$ cat src/rtl/btn_debounce_arbiter_if.sv
// Button bundle between the board and the debouncer: raw levels in,
// debounced levels, press/release strobes and busy out.
interface btn_debounce_arbiter_if #(
    parameter int unsigned NBTN = 4
);
    logic [NBTN-1:0] sw;
    logic [NBTN-1:0] db;
    logic [NBTN-1:0] press;
    logic [NBTN-1:0] rel;
    logic            busy;

    modport master (output sw, input db, press, rel, busy);
    modport slave  (input sw, output db, press, rel, busy);
endinterface

$ cat src/rtl/btn_debounce_arbiter.sv
// Debounces NBTN buttons with one shared 2^N-cycle qualification timer,
// handed out round-robin to buttons whose synchronized level differs from db.
module btn_debounce_arbiter #(
    parameter int unsigned NBTN = 4,
    parameter int unsigned N    = 24
) (
    input  logic                  clk_i,
    input  logic                  reset_ni,
    btn_debounce_arbiter_if.slave btn
);
    localparam int unsigned PW = (NBTN > 1) ? $clog2(NBTN) : 1;

    typedef enum logic [1:0] {
        StIdle    = 2'b00,
        StQualify = 2'b01
    } state_e;

    state_e          state_q;
    logic [PW-1:0]   ptr_q;
    logic [PW-1:0]   sel_q;
    logic [N-1:0]    cnt_q;
    logic [NBTN-1:0] sync_q;
    logic [NBTN-1:0] ss_q;
    logic [NBTN-1:0] db_q;
    logic [NBTN-1:0] press_q;
    logic [NBTN-1:0] rel_q;
    logic            busy_q;

    logic [NBTN-1:0] req;
    logic            grant_vld;
    logic [PW-1:0]   grant_idx;
    logic [PW-1:0]   cand;
    logic [PW-1:0]   sel_next;

    assign req      = ss_q ^ db_q;
    assign sel_next = (sel_q == PW'(NBTN - 1)) ? '0 : sel_q + PW'(1);

    // First requester at or after ptr, wrapping around.
    always_comb begin
        grant_vld = 1'b0;
        grant_idx = '0;
        cand      = '0;
        for (int unsigned k = 0; k < NBTN; k++) begin
            cand = PW'((32'(ptr_q) + k) % NBTN);
            if (!grant_vld && req[cand]) begin
                grant_vld = 1'b1;
                grant_idx = cand;
            end
        end
    end

    always_ff @(posedge clk_i) begin
        if (!reset_ni) begin
            state_q <= StIdle;
            ptr_q   <= '0;
            sel_q   <= '0;
            cnt_q   <= '0;
            sync_q  <= '0;
            ss_q    <= '0;
            db_q    <= '0;
            press_q <= '0;
            rel_q   <= '0;
            busy_q  <= 1'b0;
        end else begin
            sync_q  <= btn.sw;
            ss_q    <= sync_q;
            press_q <= '0;
            rel_q   <= '0;
            case (state_q)
                StIdle: begin
                    if (grant_vld) begin
                        sel_q   <= grant_idx;
                        cnt_q   <= '0;
                        state_q <= StQualify;
                        busy_q  <= 1'b1;
                    end
                end
                StQualify: begin
                    if (!req[sel_q]) begin
                        // Bounced back before the window closed: drop it silently.
                        state_q <= StIdle;
                        busy_q  <= 1'b0;
                        ptr_q   <= sel_next;
                        cnt_q   <= '0;
                    end else if (cnt_q == '1) begin
                        db_q[sel_q] <= ~db_q[sel_q];
                        if (!db_q[sel_q]) begin
                            press_q[sel_q] <= 1'b1;
                        end else begin
                            rel_q[sel_q] <= 1'b1;
                        end
                        state_q <= StIdle;
                        busy_q  <= 1'b0;
                        ptr_q   <= sel_next;
                        cnt_q   <= '0;
                    end else begin
                        cnt_q <= cnt_q + N'(1);
                    end
                end
                default: begin
                    state_q <= StIdle;
                    busy_q  <= 1'b0;
                    cnt_q   <= '0;
                end
            endcase
        end
    end

    assign btn.db    = db_q;
    assign btn.press = press_q;
    assign btn.rel   = rel_q;
    assign btn.busy  = busy_q;

endmodule

$ cat src/flat_wrapper.sv
// flat-port wrapper written by rule: the top's interface ports become plain ports
module btn_debounce_arbiter_flat 
#(
    parameter int unsigned NBTN = 4,
    parameter int unsigned N    = 24
)
  (clk_i, reset_ni, btn_sw, btn_db, btn_press, btn_rel, btn_busy);
  btn_debounce_arbiter_if #(.NBTN(NBTN)) btn_i ();
  input  logic clk_i;
  input  logic reset_ni;
  input wire logic [$bits(btn_i.sw)-1:0] btn_sw;
  output wire logic [$bits(btn_i.db)-1:0] btn_db;
  output wire logic [$bits(btn_i.press)-1:0] btn_press;
  output wire logic [$bits(btn_i.rel)-1:0] btn_rel;
  output wire logic [$bits(btn_i.busy)-1:0] btn_busy;
  assign btn_i.sw = btn_sw;
  assign btn_db = btn_i.db;
  assign btn_press = btn_i.press;
  assign btn_rel = btn_i.rel;
  assign btn_busy = btn_i.busy;
  btn_debounce_arbiter #(.NBTN(NBTN), .N(N)) u_core (.clk_i(clk_i), .reset_ni(reset_ni), .btn(btn_i));
endmodule
$ cat config.mk
export PLATFORM = sky130hd
export DESIGN_NAME = btn_debounce_arbiter_flat
export DESIGN_NICKNAME = d
export VERILOG_FILES = /design/src/rtl/btn_debounce_arbiter_if.sv /design/src/rtl/btn_debounce_arbiter.sv /design/src/flat_wrapper.sv
export SDC_FILE = /design/constraint.sdc
export NUM_CORES = 1
export LEC_CHECK = 0
export CAP_MARGIN = 20
export CORE_MARGIN = 2
export CORE_UTILIZATION = 50
export CTS_CLUSTER_DIAMETER = 150
export DETAILED_ROUTE_END_ITERATION = 10
export PLACE_DENSITY_LB_ADDON = 0.08
export REMOVE_ABC_BUFFERS = 1
export SYNTH_ARGS = -nofsm -noshare
export SYNTH_HDL_FRONTEND = slang
export SYNTH_SLANG_ARGS = --single-unit
$ cat constraint.sdc
create_clock -name clk_i -period 1.8 [get_ports clk_i]
set_input_delay 0.45 -clock clk_i [delete_from_list [all_inputs] [get_ports clk_i]]
set_output_delay 0.45 -clock clk_i [all_outputs]
set_load 0.05 [all_outputs]
==> impl_metrics.tcl <==
set metrics [dict create \
    syn-cell-area_um2 2310 \
    fmax_mhz 556 \
    setup_tns_ps 0 \
    final-instance-count-excl-fill 372 \
    synth-xor-area-share_pct 7.97 \
    synth_commonest_cells "49 x dfxtp_1, 29 x nand2_1, 18 x and2_1" \
    p_leak_nw 1.17 \
    netlist.area_leader.share_pct 42.5 \
    seq_area_frac_synth_pct 42.5 \
    io_buffer_count 18 \
    die_area_um2 5170 \
    drv_slew 0 \
    io_pins 19 \
    worstMarginPinSlew_ps 310 \
    initialDrtViolationCount 141 \
    dpl_cell_area_um2 2820 \
    dr_total_vias 2015 \
    crit_path_end_kind "flip-flop" \
    synthMuxAreaShare_pct 4.28 \
    avgViaCountPerCell 5.42 \
    cts_buffers 5 \
    die_x_um 71.9 \
    worst-setup-path-type "flip-flop to flip-flop" \
    cts-root-buf "clkbuf_8" \
    synthArstFlopShare_pct 0 \
    power_density_nw_per_um2 658 \
    max-vdd-ir-drop_uv 586 \
    synth-edff-count 0 \
    drt_wl_total_mm 5.19 \
    slew_headroom_pct 79.1 \
    wl_per_cell_um 13.9 \
    dp_cells 358 \
    die_h_um 71.9 \
    num_rows 24 \
    whs_path_depth 1 \
    clk_pin_slew_ps 90 \
    min_period_ps 1800 \
    synthCells 254 \
    synthSimpleGateAreaFrac_pct 24.3 \
    regToRegStartpoint "u_core.ss_q[1]" \
    syn_avg_cell_area_um2 9.08 \
    grt-ovfl-total 0 \
    clock_latency_ps 310 \
    min_path_type "flip-flop to flip-flop" \
    clock_skew_ps 11.3 \
    worstPathMaxFanout 18 \
    cts_tree "yes" \
    hold_ws_ps 440 \
    grt_max_degree 19 \
    ant_nets 0 \
    synthFlopType "dfxtp_1" \
    grt_pass1_wl_mm 8.34 \
    setup_viol 0 \
    cts_sinks 49 \
    grt_use_total_pct 20.7 \
    ys_warn_count 0 \
    antenna_found_initial 0 \
    drive_gt1_share_pct 29.7 \
    critPathRequiredTime_ps 2000 \
    worst_setup_path_start_kind "flip-flop" \
    htreeDepth 2 \
    status "completed" \
    synth_fa_ha_area_share_pct 2.71 \
    hold_start "u_core.sync_q[2]" \
    ctsHoldBuffers 0 \
    drtPass1Iterations 5 \
    place_hpwl_mm 3.64 \
    arrival_ps 2000 \
    final_nets 330 \
    synth-compound-area-share_pct 14.9 \
    core_um2 4410 \
    place.gp.congestion 0.963 \
    rsz0062_at_grt "true" \
    synth_top_family_by_area "simple AND/OR/NAND/NOR gates" \
    grt_pass1_vias 1794 \
    fin_area_um2 3040 \
    ys_ff_latch 49 \
    initial_core_util_pct 52.3 \
    yosysTopAreaCell "dfxtp_1" \
    nFillCells 348 \
    diodes 0 \
    areaGrowthSynthToFinish_pct 31.7 \
    synth.area.top_cells "dfxtp_1 43%, xor2_1 4.9%, and2_1 4.9%" \
    reg2reg_depth 6 \
    timing_hold_violations_final 0 \
    crit_start "u_core.ss_q[1]" \
    cts_buffer_depth 2 \
    synth_cell_types 46 \
    drv_cap 0 \
    post-route-period-util_pct 99.9 \
    drcViolationCount 0 \
    synth_most_common_cell "dfxtp_1" \
]
layout make-up:
cell class                 count  area, um^2  share of cell area [%]
clock inverter                 3        17.5                   0.576
multi-input combinational    189        1320                    43.6
sequential                    49         985                    32.4
tap                           52        65.1                    2.14
inverter                       9        33.8                    1.11
clock buffer                   5        68.8                    2.26
timing repair buffer          65         546                    17.9
metrics by stage:
stage / worst slack, ps / total power [mW] / util, %
2_1_floorplan: -500 / 1.25 / -
3_3_place_gp: -0.0502 / 1.37 / 63.9
3_5_place_dp: -59.0 / 1.37 / 63.9
4_1_cts: -23.4 / 2.00 / 66.3
5_1_grt: -59.2 / 2.08 / 68.8
6_report: 2.02 / 2.00 / 68.8
path summary, 6_finish.rpt:
check	endpoint	slack, ps
max	u_core.cnt_q[5]	2
min	u_core.ss_q[2]	440
max reg2reg	u_core.cnt_q[5]	2
min reg2reg	u_core.ss_q[2]	440
cell usage in the layout (no fill, tap or decap), drive strengths merged, types with 6 or more instances in the layout:
cell,instances
a21oi,12
and2,19
buf,60
dfxtp,49
inv,9
nand2,30
nand3,9
nor2,18
nor3,6
o211ai,7
o21ai,15
or3,6
xnor2,8
xor2,13
worst max-delay path: stages (launching register included):
cell,delay (ps)
dfxtp_1,350
xor2_1,160
mux4_2,530
a21boi_2,220
o211ai_4,190
buf_12,170
nor2_1,70
timing repair:
item / CTS / global route
setup endpoints to repair: 10 / 35
resized for setup: 4 / 18
setup buffers: 0 / 6
pin swaps: 1 / 6
registers in the layout (all words and copies together), names as in the netlist:
register          flops
u_core.btn.press      4
u_core.cnt_q         24
u_core.sel_q          2
u_core.state_q        1
u_core.ptr_q          2
u_core.ss_q           4
u_core.btn.rel        4
u_core.sync_q         4
u_core.btn.db         4
power by group:
group / leakage [nW] / switching (mW) / internal, mW
Sequential: 0.398 / 0.0190 / 1.10
Combinational: 0.724 / 0.123 / 0.108
Clock: 0.0439 / 0.380 / 0.269
Total: 1.17 / 0.523 / 1.48
layer usage:
layer / global-route usage, % / vias up / part of all wire [%]
met5: 0 / - / 0
met4: 5.87 / 0 / 1.4
met3: 5.97 / 9 / 6.6
met2: 31.0 / 53 / 45
met1: 29.2 / 923 / 47
li1: - / 1030 / -
cell families after synthesis:
group | count (synthesis)
adders and majority gates | 5
DFF | 49
muxes | 7
and+or+nand+nor | 105
xor gates and xnor gates | 21
buffers and inverters | 16
AOI/OAI and AO/OA | 51
Note: power is estimated with default switching activity, not from simulation.
